`config.mk`:
```
export PLATFORM = sky130hd
export DESIGN_NAME = cdb_arbiter
export DESIGN_NICKNAME = d
export VERILOG_FILES = /design/src/rtl/cdb_arbiter.sv
export SDC_FILE = /design/constraint.sdc
export NUM_CORES = 1
export LEC_CHECK = 0
export CAP_MARGIN = 20
export CORE_UTILIZATION = 55
export CTS_BUF_LIST = sky130_fd_sc_hd__clkbuf_8
export DETAILED_ROUTE_END_ITERATION = 12
export PLACE_DENSITY = 0.79
export SYNTH_ARGS = -nofsm -noshare
export SYNTH_HDL_FRONTEND = slang
export SYNTH_SLANG_ARGS = --single-unit
```
`constraint.sdc`:
```
create_clock -name clk_in -period 11.9 [get_ports clk_in]
set_clock_uncertainty 0.05 [all_clocks]
set_input_delay 2.975 -clock clk_in [delete_from_list [all_inputs] [get_ports clk_in]]
set_output_delay 2.975 -clock clk_in [all_outputs]
set_load 0.02 [all_outputs]
```
`src/rtl/cdb_arbiter.sv`:
```
// Common-data-bus arbiter: two per-source result FIFOs drained
// one entry per cycle onto a registered broadcast bus, round-robin on ties.
module cdb_arbiter #(
  parameter int ROB_BIT = 4,
  parameter int DEPTH   = 4
) (
  input  logic               clk_in,
  input  logic               rst_in,
  input  logic               rdy_in,
  input  logic               rob_clear_up,
  input  logic               alu_valid,
  input  logic [ROB_BIT-1:0] alu_rob_entry,
  input  logic [31:0]        alu_value,
  input  logic               lsb_valid,
  input  logic [ROB_BIT-1:0] lsb_rob_entry,
  input  logic [31:0]        lsb_value,
  output logic               alu_full,
  output logic               lsb_full,
  output logic               cdb_valid,
  output logic [ROB_BIT-1:0] cdb_rob_entry,
  output logic [31:0]        cdb_value,
  output logic               cdb_src,
  output logic               err_overflow
);

  localparam int PW = (DEPTH > 1) ? $clog2(DEPTH) : 1;
  localparam int CW = PW + 1;
  localparam int EW = ROB_BIT + 32;

  logic [EW-1:0]      mem_q [2][DEPTH];
  logic [EW-1:0]      mem_d [2][DEPTH];
  logic [PW-1:0]      wp_q [2];
  logic [PW-1:0]      wp_d [2];
  logic [PW-1:0]      rp_q [2];
  logic [PW-1:0]      rp_d [2];
  logic [CW-1:0]      cnt_q [2];
  logic [CW-1:0]      cnt_d [2];
  logic               last_q, last_d;
  logic               vld_q, vld_d;
  logic               src_q, src_d;
  logic               err_q, err_d;
  logic [ROB_BIT-1:0] tag_q, tag_d;
  logic [31:0]        val_q, val_d;

  logic [1:0]    push, ne, acc, pop;
  logic [EW-1:0] din [2];
  logic          gnt, gsrc;
  logic [EW-1:0] head;

  always_comb begin
    push    = {lsb_valid, alu_valid};
    din[0]  = {alu_rob_entry, alu_value};
    din[1]  = {lsb_rob_entry, lsb_value};
    ne[0]   = cnt_q[0] != '0;
    ne[1]   = cnt_q[1] != '0;
    gnt     = |ne;
    // on a tie the source that did not win last time goes first
    gsrc    = (&ne) ? ~last_q : ne[1];
    head    = mem_q[gsrc][rp_q[gsrc]];
  end

  always_comb begin
    mem_d  = mem_q;
    wp_d   = wp_q;
    rp_d   = rp_q;
    cnt_d  = cnt_q;
    last_d = last_q;
    vld_d  = vld_q;
    src_d  = src_q;
    err_d  = err_q;
    tag_d  = tag_q;
    val_d  = val_q;
    acc    = '0;
    pop    = '0;
    if (rob_clear_up) begin
      for (int s = 0; s < 2; s++) begin
        wp_d[s]  = '0;
        rp_d[s]  = '0;
        cnt_d[s] = '0;
      end
      vld_d  = 1'b0;
      last_d = 1'b1;
    end else if (rdy_in) begin
      for (int s = 0; s < 2; s++) begin
        pop[s] = gnt && (gsrc == 1'(s));
        acc[s] = push[s] && (cnt_q[s] != CW'(DEPTH));
        if (push[s] && !acc[s])
          err_d = 1'b1;
        if (acc[s]) begin
          mem_d[s][wp_q[s]] = din[s];
          wp_d[s] = wp_q[s] + PW'(1);
        end
        if (pop[s])
          rp_d[s] = rp_q[s] + PW'(1);
        cnt_d[s] = cnt_q[s] + CW'(acc[s]) - CW'(pop[s]);
      end
      vld_d = gnt;
      if (gnt) begin
        tag_d  = head[EW-1:32];
        val_d  = head[31:0];
        src_d  = gsrc;
        last_d = gsrc;
      end
    end
  end

  always_ff @(posedge clk_in or posedge rst_in) begin
    if (rst_in) begin
      for (int s = 0; s < 2; s++) begin
        for (int i = 0; i < DEPTH; i++)
          mem_q[s][i] <= '0;
        wp_q[s]  <= '0;
        rp_q[s]  <= '0;
        cnt_q[s] <= '0;
      end
      last_q <= 1'b1;
      vld_q  <= 1'b0;
      src_q  <= 1'b0;
      err_q  <= 1'b0;
      tag_q  <= '0;
      val_q  <= '0;
    end else begin
      mem_q  <= mem_d;
      wp_q   <= wp_d;
      rp_q   <= rp_d;
      cnt_q  <= cnt_d;
      last_q <= last_d;
      vld_q  <= vld_d;
      src_q  <= src_d;
      err_q  <= err_d;
      tag_q  <= tag_d;
      val_q  <= val_d;
    end
  end

  assign alu_full      = cnt_q[0] >= CW'(DEPTH - 1);
  assign lsb_full      = cnt_q[1] >= CW'(DEPTH - 1);
  assign cdb_valid     = vld_q;
  assign cdb_rob_entry = tag_q;
  assign cdb_value     = val_q;
  assign cdb_src       = src_q;
  assign err_overflow  = err_q;

endmodule

```
## Word level (Yosys, flattened, before mapping)

Index checks and enable logic that the tools add are counted.

| word-level totals | value |
|---|---|
| register bits | 342 |
| output and inout bits | 41 |
| logic and storage cells | 108 |

| operators by class | value |
|---|---|
| $add $sub $neg | 8 |
| magnitude comparators | 8 |
| eq/ne operators | 2 |
| mux-type cells | 33 |
| bitwise operators | 7 |
| reductions and logical operators | 30 |

Operators with widths:

| kind | count |
|---|---|
| $mux W144 | 3 |
| $bwmux W144 | 2 |
| $demux W36 S2 | 2 |
| $mux W36 | 4 |
| $bmux W36 S2 | 1 |
| $mux W4 | 4 |
| $mux W2 | 7 |
| $reduce_bool A2 Y1 | 7 |
| $mux W6 | 2 |
| $reduce_and A2 Y1 | 6 |
| $reduce_and A3 Y1 | 4 |
| $ge A3 B3 Y1 const B | 3 |
| $not A2 Y3 | 3 |
| $add A2 B1 Y2 const B | 4 |
| $logic_and A1 B1 Y1 | 8 |
| $mux W1 | 8 |
| $add A3 B1 Y3 | 2 |
| $ge A3 B2 Y1 const B | 2 |
| $lt A3 B1 Y1 const B | 2 |
| $ne A3 B3 Y1 const B | 2 |
| $reduce_bool A3 Y1 | 2 |
| $sub A3 B1 Y3 | 2 |
| $not A1 Y1 | 3 |
| $ge A2 B2 Y1 const B | 1 |
| other kinds (3) | 4 |

## Depth between registers and ports, before layout

Gate-level depths: netlist (run 1).

| logic depth | value |
|---|---|
| depth after elaboration | 11 |
| depth in mapped cells | 12 |
| gate-level depth less buffers | 10 |

## Worst setup path after synthesis (run 1)

OpenSTA, ideal clock, no wires.

| path | value |
|---|---|
| path type | in2reg |
| from | input port rob_clear_up |
| to | register mem_q[265] (netlist bit) |
| setup time | 125 ps |
| data arrival time | 4279 ps |
| required time | 11725 ps |
| setup slack | 7446 ps |
| cell stages on the path | 8 |
| path buffers | 4 |
| cells stage by stage | buf_2 nor2b_1 buf_4 and3_1 buf_4 nand2_4 buf_4 mux2_2 |

| between the ends | value |
|---|---|
| cells in the longest elaborated chain, start to end | 2 |

Ends and longest elaborated chain:

| what | line | text |
|---|---|---|
| from (decl) | 10 | `input logic rob_clear_up,` |
| $not A1 Y1 (no line) | -- |  |
| $reduce_and A3 Y1 (no line) | -- |  |
| to (signal assigned) | 123 | `mem_q <= mem_d;` |
| to (decl) | 30 | `logic [EW-1:0] mem_q [2][DEPTH];` |

Every way passes these cells.
A chain may end at the register's enable or synchronous reset.

## Worst setup path in the final report (run 1)

| path | value |
|---|---|
| from | input port rdy_in |
| to | register mem_q[46] (netlist bit) |

| between the ends | value |
|---|---|
| cells in the longest elaborated chain, start to end | 1 |

Ends and longest elaborated chain:

| what | line | text |
|---|---|---|
| from (decl) | 9 | `input logic rdy_in,` |
| $reduce_and A3 Y1 (no line) | -- |  |

Every way passes these cells.

==> qor.txt, run 1 <==
initial antenna violation count - 1
kind of critical path - in2reg
Post-Syn Instances - 1100
multi-input logic area - 0.00692 sq mm
first-pass GRT wire length - 53900 um
hold depth - 2
Worst setup SP type - input pin
clock tree from TritonCTS - built
die width - 172 um
fmax - 174 MHz
All-Layer GR Usage - 24.0%
Post-DP HPWL - 19700 um
largest cells by area after synthesis - dfrtp_1, mux2_2, mux2i_1
Synth top area share - 53.4%
setup TNS - 0 ps
vias in the first global route - 9799
reg2reg end - cdb_value[27]
max layer used - met4
max incr delay on CP - 960 ps
Post-synth EDFFs - 0
PD cells - 233 mW/mm^2
residual DRC count - 0
fin. max-slew vios - 0
Final Critical Period - 5740 ps
Synth Warn # - 0
Initial Util - 55.8%
prevailing post-synth register cell - dfrtp_1
CP Buf/Inv Count - 1
register area share after synthesis - 53.6%
share of cells above drive strength 1 - 37.6%
Post-Syn Area - 0.0160 sq mm
syn_area_per_cell - 14.5 sq um
post-CTS setup repair buffer count - 0
Filler Cells Inserted - 2076
gp weighted congestion - 0.770
Final Util - 64.8%
Seq cells post-synth - 342
result of the run - complete, no violations
Reg area - 0.00856 sq mm
die outline height - 172 um
Clock transition at path regs - 60 ps
H-Tree Depth - 2
worst-case clock buffer depth - 3
Hold Crit Class - reg2reg
Crit. End Element - flip-flop
Post-Syn Nets - 1194
Hold Path Sink - cdb_rob_entry[2]
count leader, synth - dfrtp_1
Commonest cells post-synth - dfrtp_1, mux2_2, mux2i_1
largest net degree at the start of global routing - 184
fin crit share - 48.2%
NumNets Final - 1312
Static Leakage - 8.40 nW
RSZ-0062 raised after global routing - false
core area - 0.0286 sq mm
Synth area leader - dfrtp_1
MaxCap Viol Count - 0
met1 wire length - 15100 um
Worst Path Arrival - 6140 ps
Req. time, crit path - 12310 ps
Root Buffer - clkbuf_8
slowest CP cell - clkdlybuf4s50_1
area grow syn2layout - 16.1%
Overflow after GRT - 0
row count - 62
Slew @ Worst Pin - 1160 ps
Antenna Nets Post-Route - 0
Slew Limit Headroom - 22.5%
worst-path fanout max - 36
R2R depth - 6
met2 routed WL - 16600 um
Post-synth ARST share - 100%
worst reg2reg setup slack - 8490 ps
Vias/cell - 5.67
post_cts resized - 0
crit path cell chain - clkdlybuf4s50_1 -> nor2b_1 -> and3_1 -> nand2_4 -> mux2_2
Final setup viols - 0
# hold bufs at CTS - 0
Hold Startpoint - cdb_rob_entry[2]
wire length on met3 - 1650 um
Critical R2R Launch - cnt_q[1]
Clock Latency Late Sink - 590 ps
CTS sink cnt - 342
1st-pass router iterations - 6
Yosys cell types - 44
die area - 0.0297 sq mm
CP delay by family, top - simple AND/OR/NAND/NOR gates
Avg WL per Cell - 20.8 um
Vias - 9338
Hold Fails Final Rpt - 0
Num CTS Buffers - 55
Max IR drop VDD - 0.000149 V
drt total wl - 34200 um
# IOs - 119
port bufs - 118
1st-iter DRT viols - 468
-- worst register-to-register path, cell delays in order, from the launching register on --
cell and delay [ps]:
dfrtp_1 440, or3_1 550, nand2_4 460, buf_16 320, inv_2 180, a32oi_4 990, o221ai_1 270
-- where the power goes --
part	switching (mW)	internal, mW	total [mW]
sequential	0.213	1.53	1.74
combinational	0.711	0.802	1.51
clock	0.465	0.600	1.07
-- final cells by class --
cell class,count,share of cell area [%]
multi-input combinational,675,37.3
clock buffer,71,5.27
tap,384,2.59
timing repair buffer,129,7.20
clock inverter,30,1.13
antenna,2,0.0270
inverter,15,0.324
sequential,342,46.2
-- how the worst max path moves through the flow --
| stage | startpoint | to | slack (ps) | cells after the start |
|---|---|---|---|---|
| 4_1_cts | rdy_in | mem_q[255] | 6210 | 5 |
| 3_5_place_dp | rdy_in | mem_q[255] | 5600 | 5 |
| 6_report | rdy_in | mem_q[46] | 6160 | 5 |
| 5_1_grt | rdy_in | mem_q[255] | 6010 | 5 |
| 3_3_place_gp | rdy_in | mem_q[262] | 5700 | 5 |
| 2_1_floorplan | rst_in | cdb_rob_entry[0] | 4300 | 1 |
-- cell families (layout without fill, tap and decap cells) --
kind of cell	count (synthesis)	in the layout	synth area share (%)
compound gates	55	55	4.02
xor+xnor	8	8	0.439
simple gates	86	86	2.66
flops	342	342	53.6
fa+ha+maj	16	16	1.35
mux	510	510	34.8
other cells	0	2	0
buf+inv	83	245	3.18
-- cells in the final DEF (no fill, tap or decap), types with 4 or more instances in the layout --
master	Yosys	layout
mux2_2	339	339
dfrtp_1	341	337
mux2i_1	150	150
clkdlybuf4s50_1	0	118
clkbuf_8	0	71
nand2_1	41	41
inv_1	14	30
mux2_1	21	21
nor2_1	20	20
o221ai_2	20	20
o221ai_1	16	16
ha_1	14	14
nand2_4	8	9
clkinv_2	0	8
buf_4	30	7
xor2_1	4	4
xnor2_1	4	4
dfrtp_2	0	4
-- per-stage QoR --
step	instances	area [sq um]	setup WS [ps]	hold slack (ps)	total power, mW
after global routing	1646	18500	6010	455	4.56
after floorplan	1100	16000	4300	414	2.88
after CTS	1643	18500	6210	442	4.34
after global placement	1542	17300	5700	423	3.21
final	1648	18600	6160	440	4.32
after detailed placement	1542	17300	5600	425	3.27
-- layer usage --
metal  vias up  track usage [%]
met5         -                0
met2       197             40.4
met3        67             4.44
li1       4257                -
met1      4817             31.4
met4         0             7.89
-- sequential cells by signal (all words and copies together) (netlist names) --
| signal | flops |
|---|---|
| cdb_valid | 1 |
| wp_q | 4 |
| cdb_rob_entry | 4 |
| last_q | 1 |
| cdb_value | 32 |
| cdb_src | 1 |
| mem_q | 288 |
| rp_q | 4 |
| cnt_q | 6 |
| err_overflow | 1 |
Power figures use the tool's default switching activity.
==> run 2: changes to the inputs <==
- CORE_UTILIZATION: 55 -> 61
- PLACE_DENSITY: 0.79 -> 0.83
- clock period: 11.9 -> 5.3 ns (I/O delays scaled with it)
==> qor.txt, run 2 (synthesis results as in run 1) <==
worst-case clock buffer depth - 3
die area - 0.0268 sq mm
Reg with most FFs - mem_q
post_cts resized - 0
Req. time, crit path - 5710 ps
Overflow after GRT - 0
max reg flops - 288
post-CTS setup repair buffer count - 0
Hold Path Sink - err_overflow
fin. max-slew vios - 0
hold depth - 1
Hold Startpoint - err_overflow
worst reg2reg setup slack - 2510 ps
Sequential Power Share - 41.2%
Crit. End Element - flip-flop
P_int - 6.43 mW
worst-path fanout max - 36
Power Total - 9.55 mW
PD cells - 519 mW/mm^2
reg2reg end - cdb_value[20]
Worst Path Arrival - 4220 ps
Psw - 3.12 mW
result of the run - complete, no violations
residual DRC count - 0
kind of critical path - in2reg
Vias/cell - 5.96
Hold Crit Class - reg2reg
# hold bufs at CTS - 0
Static Leakage - 8.38 nW
Final Critical Period - 3810 ps
sw frac - 32.7%
first-pass GRT wire length - 54600 um
Critical R2R Launch - cnt_q[4]
initial antenna violation count - 1
most frequent cells in the layout - mux2_2, dfrtp_1, mux2i_1
R2R depth - 4
die width - 164 um
drt total wl - 34500 um
Slew Limit Headroom - 18.2%
die outline height - 164 um
Final setup viols - 0
1st-iter DRT viols - 517
Root Buffer - clkbuf_8
Combinational Power Share - 35.4%
fmax - 262 MHz
# IOs - 119
Hold Fails Final Rpt - 0
Num CTS Buffers - 56
MaxCap Viol Count - 0
CTS sink cnt - 342
area grow syn2layout - 15.2%
gp weighted congestion - 0.767
NumNets Final - 1315
Clock Latency Late Sink - 570 ps
commonest non-fill, non-tap cell in the layout - mux2_2
Clk pwr share - 23.4%
Max IR drop VDD - 0.000365 V
setup TNS - 0 ps
Initial Util - 62.9%
share of cells above drive strength 1 - 37.1%
All-Layer GR Usage - 26.7%
port bufs - 118
RSZ-0062 raised after global routing - false
core area - 0.0254 sq mm
Post-DP HPWL - 20200 um
fin crit share - 71.9%
H-Tree Depth - 2
largest net degree at the start of global routing - 77
vias in the first global route - 10200
Worst setup SP type - input pin
Avg WL per Cell - 21.6 um
critical path startpoint - rdy_in
Vias - 9509
Antenna Nets Post-Route - 0
1st-pass router iterations - 4
Clock transition at path regs - 70 ps
clock tree from TritonCTS - built
Final Util - 72.5%
Slew @ Worst Pin - 1230 ps
row count - 58
==> run 2: cell types whose count changed in the layout (fill, tap and decap cells not counted), sizes merged <==
cell,previous run,this run
bufinv,3,1
clkbuf,71,69
clkinv,8,4
inv,32,39
buf,11,13
==> run 2: layout make-up <==
type,instances,area [sq um]
Timing Repair Buffer,131,1340
Inverter,15,60.1
Multi-Input combinational cell,675,6920
Fill cell,1769,6990
Clock buffer,69,950
Sequential cell,342,8560
Clock inverter,31,156
Antenna cell,2,5.00
Tap cell,330,413
==> run 2: metrics by stage <==
step	area [sq um]	setup WS, ps	hold slack, ps	std cells
after floorplan	16000	-649	414	1100
after global placement	17300	994	423	1493
after detailed placement	17300	938	418	1493
after CTS	18400	1540	437	1593
after global routing	18400	1360	436	1593
final	18400	1490	433	1595
==> run 2: worst max-delay path, stage by stage <==
cell and delay (ps):
clkdlybuf4s50_1 450, buf_4 240, nor2b_1 710, and3_1 510, nand2_4 500, mux2_2 460
==> run 2: power by group through the flow <==
| stage | logic [mW] | clock network, mW | registers [mW] |
|---|---|---|---|
| global route | 3.64 | 2.39 | 4.04 |
| finish | 3.38 | 2.23 | 3.94 |
| floorplan | 2.52 | 0 | 3.94 |
| detailed placement | 3.39 | 0 | 3.97 |
| CTS | 3.41 | 2.27 | 3.93 |
| global placement | 3.27 | 0 | 3.92 |
==> run 2: how the worst max path moves through the flow <==
stage                                   to  slack [ps]  cells past startpoint
after floorplan           cdb_rob_entry[0]        -650                      1
after global placement          mem_q[262]         990                      6
after detailed placement         mem_q[44]         940                      6
after CTS                       mem_q[116]        1540                      6
after global routing             mem_q[62]        1360                      6
final                           mem_q[116]        1490                      6
==> run 2: layer usage <==
| metal | vias up | GRT usage, % | share of wire (%) |
|---|---|---|---|
| met4 | 0 | 8.63 | 2.5 |
| met3 | 72 | 4.17 | 4.7 |
| met2 | 243 | 45.4 | 49 |
| met1 | 4953 | 35.2 | 44 |
| met5 | - | 0 | 0 |
| li1 | 4241 | - | - |
==> run 3: changes to the inputs <==
- clock period: 5.3 -> 4 ns (I/O delays scaled with it)
==> qor.txt, run 3 (synthesis results as in run 1) <==
result of the run - complete, no violations
Clock transition at path regs - 60 ps
port bufs - 118
Avg WL per Cell - 21.8 um
Max IR drop VDD - 0.000379 V
fin crit share - 77.7%
Setup WS pre-CTS - 503 ps
Worst Path Arrival - 2060 ps
Req. time, crit path - 2950 ps
Slew @ Worst Pin - 933 ps
worst-case clock buffer depth - 3
die area - 0.0268 sq mm
post-CTS setup repair buffer count - 0
drt total wl - 34900 um
Static Leakage - 8.47 nW
vias in the first global route - 10300
die width - 164 um
share of cells above drive strength 1 - 37.7%
Overflow after GRT - 0
Vias/cell - 5.98
clock tree from TritonCTS - built
hold depth - 1
commonest non-fill, non-tap cell in the layout - mux2_2
reg2reg end - cnt_q[2]
Crit. End Element - output port
All-Layer GR Usage - 27.1%
Final Critical Period - 3110 ps
initial antenna violation count - 2
most frequent cells in the layout - mux2_2, dfrtp_1, mux2i_1
Initial Util - 62.9%
MaxCap Viol Count - 0
# hold bufs at CTS - 0
post_cts resized - 0
antenna cells - 0
Final setup viols - 0
worst reg2reg setup slack - 950 ps
max reg flops - 288
Clock Latency Late Sink - 580 ps
first-pass GRT wire length - 55600 um
PD cells - 685 mW/mm^2
Antenna Nets Post-Route - 0
largest net degree at the start of global routing - 62
R2R depth - 9
Reg with most FFs - mem_q
1st-iter DRT viols - 486
NumNets Final - 1325
# IOs - 119
Final Util - 73.0%
1st-pass router iterations - 4
Critical R2R Launch - cnt_q[4]
area grow syn2layout - 16.0%
fin. max-slew vios - 0
Hold Startpoint - err_overflow
worst-path fanout max - 7
Slew Limit Headroom - 37.7%
row count - 58
kind of critical path - reg2out
fmax - 322 MHz
residual DRC count - 0
core area - 0.0254 sq mm
Worst setup SP type - flip-flop
die outline height - 164 um
Num CTS Buffers - 56
Filler Cells Inserted - 1708
Post-DP HPWL - 20800 um
RSZ-0062 raised after global routing - false
Hold Fails Final Rpt - 0
Hold Crit Class - reg2reg
Hold Path Sink - err_overflow
Vias - 9609
Setup WS post-layout - 891 ps
H-Tree Depth - 2
CTS sink cnt - 342
Root Buffer - clkbuf_8
gp weighted congestion - 0.764
run 3: changes by cell type in the layout (fill, tap and decap cells not counted), sizes merged:
cell / previous run / this run
clkinv: 4 / 3
inv: 39 / 40
clkbuf: 69 / 74
buf: 13 / 23
clkinvlp: 2 / 1
diode: 2 / 0
bufinv: 1 / 0
run 3: worst max-delay path by stage:
stage | start | end | slack [ps] | cells after the start
floorplan | rst_in | cdb_rob_entry[0] | -1620 | 1
global placement | rdy_in | mem_q[173] | 580 | 6
detailed placement | rdy_in | mem_q[255] | 500 | 6
CTS | cnt_q[4] | alu_full | 850 | 4
global route | cnt_q[4] | cnt_q[2] | 700 | 9
finish | cnt_q[4] | alu_full | 890 | 4
run 3: cell type report:
cell class,count,area (sq um),area share (%)
tap,330,413,2.23
sequential,342,8560,46.2
multi-input combinational,675,6920,37.3
clock buffer,74,1020,5.49
inverter,15,60.1,0.324
clock inverter,29,118,0.635
timing repair buffer,141,1440,7.78
run 3: report_power, final:
| group | internal [mW] | switching, mW |
|---|---|---|
| clock network | 1.64 | 1.35 |
| registers | 4.55 | 0.713 |
| logic | 2.37 | 2.07 |
run 3: worst max-delay path: stages (launching register included):
cell             delay, ps
dfrtp_1                450
ha_1                   220
o21ai_0                170
nand2_1                 90
clkdlybuf4s50_1        540
run 3: layer usage:
layer	up-vias	routed length, um	track usage, %	share of wire [%]
li1	4280	-	-	-
met1	5025	14800	34.6	42
met2	225	17500	46.7	50
met3	75	1800	5.28	5.2
met4	4	826	8.25	2.4
met5	-	26	0	0.074
run 3: per-stage QoR:
step | power, mW | instance area (sq um) | cells | hold slack, ps | setup TNS [ps]
5_1_grt | 13.4 | 18500 | 1606 | 445 | 0
6_report | 12.7 | 18500 | 1606 | 415 | 0
3_3_place_gp | 9.54 | 17400 | 1503 | 395 | 0
2_1_floorplan | 8.56 | 16000 | 1100 | 414 | -554060
4_1_cts | 12.8 | 18500 | 1606 | 411 | 0
3_5_place_dp | 9.75 | 17400 | 1503 | 401 | 0
